==> src/rtl/core_ptw.sv <==
// Sv32 hardware page table walker for the core's caches.
// Walks up to two levels over armleobus and returns PPN, leaf bits and fault status.
module core_ptw (
    input  logic        clk,
    input  logic        rst,
    input  logic        resolve_request,
    input  logic [19:0] resolve_virtual_address,
    input  logic [21:0] satp_ppn,
    output logic        resolve_ack,
    output logic        resolve_done,
    output logic        resolve_pagefault,
    output logic        resolve_accessfault,
    output logic [21:0] resolve_physical_address,
    output logic [7:0]  resolve_metadata,
    output logic        m_transaction,
    output logic [1:0]  m_cmd,
    output logic [33:0] m_address,
    input  logic        m_transaction_done,
    input  logic [1:0]  m_transaction_response,
    input  logic [31:0] m_rdata
);

    localparam logic [1:0] CMD_READ = 2'b01;
    localparam logic [1:0] RESP_OKAY = 2'b00;

    typedef enum logic [1:0] {
        IDLE,
        TABLE_ACCESS,
        DONE
    } state_t;

    state_t      state;
    logic        level;
    logic [19:0] vpn;
    logic [21:0] table_ppn;

    logic pte_v;
    logic pte_r;
    logic pte_w;
    logic pte_x;
    logic pte_invalid;
    logic pte_leaf;
    logic mega_misaligned;
    logic unused_rsw;

    assign pte_v = m_rdata[0];
    assign pte_r = m_rdata[1];
    assign pte_w = m_rdata[2];
    assign pte_x = m_rdata[3];
    assign pte_invalid = !pte_v || (!pte_r && pte_w);
    assign pte_leaf = pte_r || pte_x;
    assign mega_misaligned = (m_rdata[19:10] != 10'd0);
    assign unused_rsw = ^m_rdata[9:8];

    // Request handshake is combinational so the cache sees acceptance in-cycle.
    assign resolve_ack = (state == IDLE) && resolve_request && !rst;

    assign m_cmd = CMD_READ;

    // Table base is satp at level 1 and the pointer PTE's PPN at level 0.
    assign m_address = {table_ppn, (level ? vpn[19:10] : vpn[9:0]), 2'b00};

    // Walk FSM with registered bus request and result outputs.
    always_ff @(posedge clk or posedge rst) begin
        if (rst) begin
            state                    <= IDLE;
            level                    <= 1'b1;
            vpn                      <= 20'd0;
            table_ppn                <= 22'd0;
            m_transaction            <= 1'b0;
            resolve_done             <= 1'b0;
            resolve_pagefault        <= 1'b0;
            resolve_accessfault      <= 1'b0;
            resolve_physical_address <= 22'd0;
            resolve_metadata         <= 8'd0;
        end else begin
            resolve_done <= 1'b0;
            unique case (state)
                IDLE: begin
                    if (resolve_request) begin
                        vpn           <= resolve_virtual_address;
                        table_ppn     <= satp_ppn;
                        level         <= 1'b1;
                        m_transaction <= 1'b1;
                        state         <= TABLE_ACCESS;
                    end
                end
                TABLE_ACCESS: begin
                    if (m_transaction_done) begin
                        if (m_transaction_response != RESP_OKAY) begin
                            resolve_accessfault <= 1'b1;
                            resolve_pagefault   <= 1'b0;
                            m_transaction       <= 1'b0;
                            resolve_done        <= 1'b1;
                            state               <= DONE;
                        end else if (pte_invalid
                                     || (pte_leaf && level && mega_misaligned)
                                     || (!pte_leaf && !level)) begin
                            resolve_pagefault   <= 1'b1;
                            resolve_accessfault <= 1'b0;
                            m_transaction       <= 1'b0;
                            resolve_done        <= 1'b1;
                            state               <= DONE;
                        end else if (pte_leaf) begin
                            resolve_pagefault   <= 1'b0;
                            resolve_accessfault <= 1'b0;
                            resolve_metadata    <= m_rdata[7:0];
                            if (level) begin
                                resolve_physical_address <=
                                    {m_rdata[31:20], vpn[9:0]};
                            end else begin
                                resolve_physical_address <= m_rdata[31:10];
                            end
                            m_transaction <= 1'b0;
                            resolve_done  <= 1'b1;
                            state         <= DONE;
                        end else begin
                            table_ppn <= m_rdata[31:10];
                            level     <= 1'b0;
                        end
                    end
                end
                DONE: begin
                    level <= 1'b1;
                    state <= IDLE;
                end
                default: begin
                    state <= IDLE;
                end
            endcase
        end
    end

endmodule
==> config.mk <==
export PLATFORM = sky130hd
export DESIGN_NAME = core_ptw
export DESIGN_NICKNAME = d
export VERILOG_FILES = /design/src/rtl/core_ptw.sv
export SDC_FILE = /design/constraint.sdc
export NUM_CORES = 1
export LEC_CHECK = 0
export CAP_MARGIN = 15
export CORE_ASPECT_RATIO = 0.9
export CORE_MARGIN = 1
export CORE_UTILIZATION = 46
export DETAILED_ROUTE_END_ITERATION = 8
export GPL_TIMING_DRIVEN = 0
export PLACE_DENSITY = 0.86
export SYNTH_ARGS = -nofsm -noshare
export SYNTH_HDL_FRONTEND = slang
export SYNTH_SLANG_ARGS = --single-unit
==> constraint.sdc <==
create_clock -name clk -period 6.1 [get_ports clk]
set_clock_uncertainty 0.15 [all_clocks]
set_input_delay 1.525 -clock clk [delete_from_list [all_inputs] [get_ports clk]]
set_output_delay 1.525 -clock clk [all_outputs]
set_load 0.01 [all_outputs]
* Yosys cells after proc, flatten, opt, wreduce, memory -nomap -nowiden
Cells that the tools add are included.
Operators by class: magnitude comparators 0, multiply operators 0, $add $sub $neg 0, multiplexer cells 33, equality and inequality tests 8, shifts and indexed selects 0, bitwise operators 2, divide/modulo/power cells 0, reductions and logical operators 28
Operators by type and width (number):
- 22-bit 2-to-1 mux | 5
- 22-bit case mux with 2 select lines | 1
- 10-bit 2-to-1 mux | 2
- 1-bit 2-to-1 mux | 17
- 6-bit AND reduction | 2
- 2-bit 2-to-1 mux | 5
- 2-bit inequality test (second input constant) | 5
- 10-bit nonzero test | 1
- 1-bit logical AND | 6
- 3-bit AND reduction | 2
- 3-bit nonzero test | 2
- 1-bit zero test | 5
- 5-bit AND reduction | 1
- 1-bit logical OR | 4
- 4-bit inequality test (second input constant) | 1
- 2-bit case mux with 2 select lines | 1
- 4-bit AND reduction | 1
- 2-bit nonzero test | 2
- 1-bit case mux with 3 select lines | 1
- 2-bit by 1-bit == test with 1-bit output (second input constant) | 1
- 2-bit == test (second input constant) | 1
- 2-bit zero test | 1
- 1-bit inverter | 2
- 1-bit case mux with 2 select lines | 1
- 2-bit AND reduction | 1
Storage, ports and cells: ROM bits 0, bits in latches 0, register bits 79, output and inout bits 71, bits in writable memories 0, memories kept 0, input port bits 80

* Longest topological paths before layout
Gate-level depths: netlist of the first run.
depth in word-level cells 9, mapped depth 5, depth with buffers taken out 4

* Least setup slack after synthesis of the first run
No wires, ideal clock.
path kind input to output, start point input port resolve_request, end point output port resolve_ack, path slack 2313 ps, path buffers 1, cell stages on the path 3, data arrival time 2112 ps, cell sequence nand3b_1 clkbuf_1 nor2_1
Between the ends: word-level cells in the longest chain between the ends 2
RTL lines:
- from (decl) | line 6 | input logic resolve_request,
- 1-bit logical AND (2 in a row) | line 56 | assign resolve_ack = (state == IDLE) && resolve_request && !rst;
- to (decl) | line 9 | output logic resolve_ack,
Every way passes these cells.

* Final worst setup path of the first run
Same ends and word-level chain as after synthesis.

==> metrics.txt, run 1 <==
dominant register cell in the synthesized netlist=sky130_fd_sc_hd__dfrtp_1; area of the die=8140 um2; average detailed-routed wire length per instance=16.9 um; area growth from synthesis to layout=51.3%; top area cells in the synthesized netlist=sky130_fd_sc_hd__dfrtp_1 (55%), sky130_fd_sc_hd__mux2_4 (12%), sky130_fd_sc_hd__mux2_2 (6.3%); number of antenna-violating nets in the routed design=0; largest area contributor in the netlist=sky130_fd_sc_hd__dfrtp_1; post-synth top area share=0.545; First-pass DRT Iterations=4; initial cell density of the core=0.474; CTS Buffer Depth=2; TritonCTS clock tree=yes; post-detailed-route via-to-cell ratio=5.10; measured slew at the worst slew-check pin=0.538 ns; Worst Hold Path EP=resolve_metadata[0]; count of inserted antenna diode cells=0; final instance area=approximately 5400 um2; worst reg2reg path endpoint=table_ppn[0]; CP arrival=between 3 and 4 ns; drt drc=0; pin count of the biggest net entering global routing=76; mapped cell area=3580 um2; async set-reset flop share out of synthesis=1.00; weighted congestion at the end of routability-driven global placement=between 0.7 and 0.8; post-detailed-routing wire length=9.70 mm; post-synthesis cell type count=33; drt first-iter violations=83; count of input and output buffers=roughly 140; number of nets at the end of the flow=553; highest fanout seen on the critical path=10; level count of the clock H-tree=3; YS warnings=0; worst hold slack across all endpoints=0.320 ns; cell count of the worst hold path=1; most frequent standard cell in the layout excluding fill and tap cells=sky130_fd_sc_hd__clkdlybuf4s50_1; overall power=between 2 and 2.5 mW; relative slew slack=0.641; number of buffers inserted to repair setup after CTS=0; global-route wire length before repair=~15 mm; cell chosen for the clock root=sky130_fd_sc_hd__clkbuf_8; highest cell delay on the worst timing path=about 0.55 ns; nature of the critical path endpoint=output pin; Worst path most repeated cell=sky130_fd_sc_hd__clkdlybuf4s50_1; power density relative to cell area=394 nW/um2; hold buffers post-CTS=0; critical register-to-register path startpoint=level; number of register bits inferred by synthesis=between 70 and 80; VDD IR-drop max=about 0.22 mV; I/O pin count=about 150; fraction of final layout cells sized beyond drive strength 1=0.182; Post-DP HPWL=roughly 7.0 mm; Hold Path Class=reg2reg; Setup violations, final=0; clock latency on the worst-skew pair=about 0.34 ns; buffers and inverters on the worst path=3; number of vias in the routed layout=roughly 2900; run status=finished, final reports clean; Worst-path clk slew=0.08 ns; length in cells of the worst reg-to-reg path=5; WS Path Type=in2out; clock buffer count from CTS=9; FF-to-FF setup slack=~4 ns; cell family with most CP delay=buffers and inverters; overall routing resource usage=0.250; sum of overflow across all layers after global routing=0; Max Fclk=196 MHz; setup TNS=0 ns; part of the Yosys area used for sequential elements=0.553; Required @ worst endpoint=around 4.4 ns; vias in the first global route=between 3000 and 4000; count of final hold-check violations=0; period utilization=0.838; Final Slew Violations=0; Clock Sink Count=79; synthesized area per cell=between 10 and 15 um2; commonest non-fill, non-tap cells in the layout=sky130_fd_sc_hd__clkdlybuf4s50_1 (144), sky130_fd_sc_hd__dfrtp_1 (78), sky130_fd_sc_hd__nand2_1 (60), sky130_fd_sc_hd__mux2_4 (29); cells after synthesis=315; number of flops mapped to enable cells by yosys=0; Resize count post-CTS=0; standard cell core area=around 7500 um2; vertical die dimension=approximately 86 um; worst path cell trace=clkdlybuf4s50_1, nand3b_1, clkbuf_1, nor2_1, clkdlybuf4s50_1; kind of launch point of the worst setup path=input port; antenna violations before repair=0; setup repair after global routing missed its margin=no; number of max-cap violations=0; Cell Rows=30; final critical delay including setup and external delays=about 5.1 ns; area post-placement=just over 5000 um2; startpoint of the tightest hold check path=resolve_metadata[0]; width of the die=95.0 um; reported leakage power=between 2 and 3 nW; Slowest-stage cell, CP=sky130_fd_sc_hd__clkdlybuf4s50_1
metrics by stage:
step / setup WS [ns] / utilization / instances
after floorplan: 2.31 / - / 317
after global placement: 1.00 / 0.682 / 557
after detailed placement: 1.00 / 0.686 / 558
after CTS: 0.991 / 0.718 / 574
after global routing: 0.865 / 0.718 / 574
final: 0.990 / 0.718 / 574
where the power goes:
part,internal (mW),switching (mW)
registers,0.712,0.120
logic,0.487,0.355
clock network,0.271,0.189
routing by layer:
layer  global-route usage  up-vias  share of wire
li1                     -     1382              -
met1                0.325     1408           0.44
met2                0.404      120           0.47
met3               0.0665       15          0.074
met5                    0        -              0
met4               0.0840        0          0.017
sequential cells by signal, indices dropped and copies added (netlist names), 2 cells and up:
| signal | flops |
|---|---|
| resolve_physical_address | 22 |
| table_ppn | 22 |
| vpn | 20 |
| resolve_metadata | 8 |
| state | 2 |
synthesized netlist by cell type, types with 2 or more instances:
master and instances:
sky130_fd_sc_hd__o22ai_1 22, sky130_fd_sc_hd__buf_2 3, sky130_fd_sc_hd__dfrtp_1 78, sky130_fd_sc_hd__a21oi_1 26, sky130_fd_sc_hd__nor2_1 6, sky130_fd_sc_hd__inv_1 27, sky130_fd_sc_hd__mux2_4 29, sky130_fd_sc_hd__conb_1 2
sky130_fd_sc_hd__o21ai_0 3, sky130_fd_sc_hd__buf_4 4, sky130_fd_sc_hd__a31oi_1 3, sky130_fd_sc_hd__clkbuf_1 9, sky130_fd_sc_hd__nand3b_1 2, sky130_fd_sc_hd__buf_6 3, sky130_fd_sc_hd__nand2_1 60, sky130_fd_sc_hd__mux2_2 20
sky130_fd_sc_hd__nor4_1 2
final cells by class:
class | count | area (um2)
fill | 545 | 2130
multi-input combinational | 192 | 1400
sequential | 79 | 1980
clock buffer | 10 | 128
clock inverter | 6 | 109
timing repair buffer | 145 | 1470
tap | 96 | 120
inverter | 27 | 104
buffer | 19 | 113
logic make-up (layout without fill, tap and decap cells):
kind of cell    after synthesis  in the layout  synth area share
flops                        79             79             0.553
other cells                   2              4           0.00210
simple gates                 80             80             0.105
mux                          49             49             0.185
buf+inv                      46            207            0.0598
compound gates               59             59            0.0961
worst max path at each step:
stage | startpoint | end | slack (ns) | depth (start not counted)
2_1_floorplan | resolve_request | resolve_ack | 2.31 | 3
3_3_place_gp | resolve_request | resolve_ack | 1.00 | 5
6_report | resolve_request | resolve_ack | 0.99 | 5
4_1_cts | resolve_request | resolve_ack | 0.99 | 5
5_1_grt | resolve_request | resolve_ack | 0.86 | 5
3_5_place_dp | resolve_request | resolve_ack | 1.00 | 5
Power figures use the tool's default switching activity.
==> run 2, diff against run 1 <==
CORE_UTILIZATION = 43   (was 46)
PLACE_DENSITY = 0.81   (was 0.86)
clock period = 4.9 ns   (was 6.1 ns; I/O delays follow)
==> run 2 against run 1 <==
Against the previous run:
- final cell count increased by 0.35%
- register-to-register slack got worse by 1.2 ns
- combinational power up 24%
- sequential cell count is the same
- the run now ends with DRC left
- non-clock buffer count unchanged
- critical endpoint unchanged
- highest routed layer unchanged
==> metrics.txt, run 2 (synthesis results as in run 1) <==
min setup slack post-route=0.422 ns (-0.567 ns); drt drc=11 (+11); First-pass DRT Iterations=6 (+2); drt first-iter violations=99 (+19%); Clock Sink Count=79 (unchanged); biggest registers after layout=resolve_physical_address (22), table_ppn (22), vpn (20); measured slew at the worst slew-check pin=0.564 ns (+0.0260 ns); Post-DP HPWL=7.13 mm (+1.8%); critical register-to-register path startpoint=level; antenna violations before repair=0 (unchanged); worst slack at placement=0.420 ns (-0.583 ns); final critical delay including setup and external delays=4.48 ns; weighted congestion at the end of routability-driven global placement=0.806 (+7.0%); WS Path Type=in2out; standard cell core area=8070 um2 (+6.9%); TritonCTS clock tree=yes; area of the die=8690 um2 (+6.8%); I/O pin count=151 (unchanged); share of power burned in registers=0.398 (+0.008); Switch Pwr=817 uW (+23%); count of final hold-check violations=0 (unchanged); number of antenna-violating nets in the routed design=0 (unchanged); VDD IR-drop max=0.303 mV (+36%); clock buffer count from CTS=9 (unchanged); internal power consumption=1.79 mW (+22%); setup repair after global routing missed its margin=no; commonest non-fill, non-tap cells in the layout=sky130_fd_sc_hd__clkdlybuf4s50_1 (144), sky130_fd_sc_hd__dfrtp_1 (78), sky130_fd_sc_hd__nand2_1 (60), sky130_fd_sc_hd__mux2_4 (29); Setup violations, final=0 (unchanged); vertical die dimension=88.6 um (+3.4%); highest cell delay on the worst timing path=0.55 ns (about the same); startpoint of the tightest hold check path=resolve_metadata[0]; sum of overflow across all layers after global routing=0 (unchanged); final core utilization=0.669 (-0.0492); level count of the clock H-tree=3 (unchanged); count of inserted antenna diode cells=0 (unchanged); worst path cell trace=clkdlybuf4s50_1, nand3b_1, clkbuf_1, nor2_1, clkdlybuf4s50_1; width of the die=98.2 um (+3.4%); power density relative to cell area=483 nW/um2 (+23%); number of nets at the end of the flow=553 (unchanged); reported leakage power=2.49 nW (-0.44%); Hold Path Class=reg2reg; fraction of final layout cells sized beyond drive strength 1=0.180 (-0.00171); pin count of the biggest net entering global routing=56 (-26%); Worst Hold Path EP=resolve_metadata[0]; initial cell density of the core=0.444 (-0.0308); setup TNS=0 ns (unchanged); kind of launch point of the worst setup path=input port; worst hold slack across all endpoints=0.322 ns (+0.00183 ns); buffers and inverters on the worst path=3 (unchanged); switch share=0.313 (+0.00266); period utilization=0.914; share of total power in combinational logic=0.400 (+0.006); number of max-cap violations=0 (unchanged); length in cells of the worst reg-to-reg path=5 (unchanged); post-detailed-routing wire length=9.76 mm (+0.66%); Resize count post-CTS=0 (unchanged); FF-to-FF setup slack=2.81 ns (-1.19 ns); most frequent standard cell in the layout excluding fill and tap cells=sky130_fd_sc_hd__clkdlybuf4s50_1; CTS Buffer Depth=2 (unchanged); cell chosen for the clock root=sky130_fd_sc_hd__clkbuf_8; Cell Rows=31 (+3.3%); CP arrival=3.10 ns (-0.34 ns); Final Slew Violations=0 (unchanged); area growth from synthesis to layout=50.7%; clock network fraction of design power=0.202 (-0.014); vias in the first global route=3025 (-1.4%); critical path depth=5 (unchanged); global-route wire length before repair=15.4 mm (+1.0%); Worst path most repeated cell=sky130_fd_sc_hd__clkdlybuf4s50_1; relative slew slack=0.624 (-0.0173); Max Fclk=223 MHz; average detailed-routed wire length per instance=16.9 um (+0.31%); worst reg2reg path endpoint=table_ppn[7]; clock latency on the worst-skew pair=0.35 ns (about the same); number of buffers inserted to repair setup after CTS=0 (unchanged); Worst-path clk slew=0.07 ns (about the same); violations in the final reports=DRC; cell count of the worst hold path=1 (unchanged); overall routing resource usage=0.233 (-0.0163); nature of the critical path endpoint=output pin; post-detailed-route via-to-cell ratio=5.16 (+1.2%); Required @ worst endpoint=3.52 ns (-0.91 ns); Slowest-stage cell, CP=sky130_fd_sc_hd__clkdlybuf4s50_1; highest fanout seen on the critical path=10 (unchanged); run status=complete, but fails checks; hold buffers post-CTS=0 (unchanged); count of input and output buffers=144 (unchanged); number of vias in the routed layout=2971 (+1.6%); cell family with most CP delay=buffers and inverters
-- run 2: worst max-delay path by stage --
| stage | slack, ns | startpoint | end |
|---|---|---|---|
| 5_1_grt | 0.21 | resolve_request | resolve_ack |
| 6_report | 0.42 | resolve_request | resolve_ack |
| 4_1_cts | 0.41 | resolve_request | resolve_ack |
| 3_5_place_dp | 0.42 | resolve_request | resolve_ack |
| 2_1_floorplan | 1.50 | rst | m_transaction |
| 3_3_place_gp | 0.19 | rst | table_ppn[15] |
-- run 2: area by class of cell --
type | instances | area (um2)
Multi-Input combinational cell | 192 | 1400
Tap cell | 99 | 124
Inverter | 27 | 104
Sequential cell | 79 | 1980
Fill cell | 662 | 2670
Clock inverter | 4 | 70.1
Timing Repair Buffer | 145 | 1470
Buffer | 19 | 113
Clock buffer | 11 | 141
-- run 2: metal layers --
layer  wire (um)  up-vias  GRT usage
met1        4270     1456      0.302
met3         823       11     0.0845
met4          95        0     0.0488
met2        4580      128      0.383
li1            -     1376          -
met5           0        -          0
-- run 2: power groups by stage --
stage | Sequential, mW | Clock (mW) | Combinational (mW)
after floorplan | 1.08 | 0 | 0.426
after global placement | 1.03 | 0 | 1.02
after detailed placement | 1.05 | 0 | 1.04
after CTS | 1.04 | 0.536 | 1.05
after global routing | 1.07 | 0.563 | 1.13
final | 1.04 | 0.526 | 1.04
-- run 2: through the flow --
stage	cell area (um2)	total power [mW]	std cells
detailed placement	5180	2.09	561
global placement	5150	2.05	560
global route	5390	2.76	576
finish	5390	2.61	576
floorplan	3590	1.51	317
CTS	5390	2.62	576
==> run 3, diff against run 2 <==
CORE_UTILIZATION = 46   (was 43)
PLACE_DENSITY = 0.86   (was 0.81)
clock period = 5.3 ns   (was 4.9 ns; I/O delays follow)
==> results of run 3 <==
Same layout as run 1 (identical final DEF). Status: finished, final reports clean.
Main changes from that run: setup slack after placement 1.00 ns -> 0.602 ns; setup slack after layout 0.990 ns -> 0.590 ns; register-to-register setup slack 4.00 ns -> 3.20 ns; total power 2.13 mW -> 2.46 mW; worst IR drop on VDD 0.222 mV -> 0.256 mV
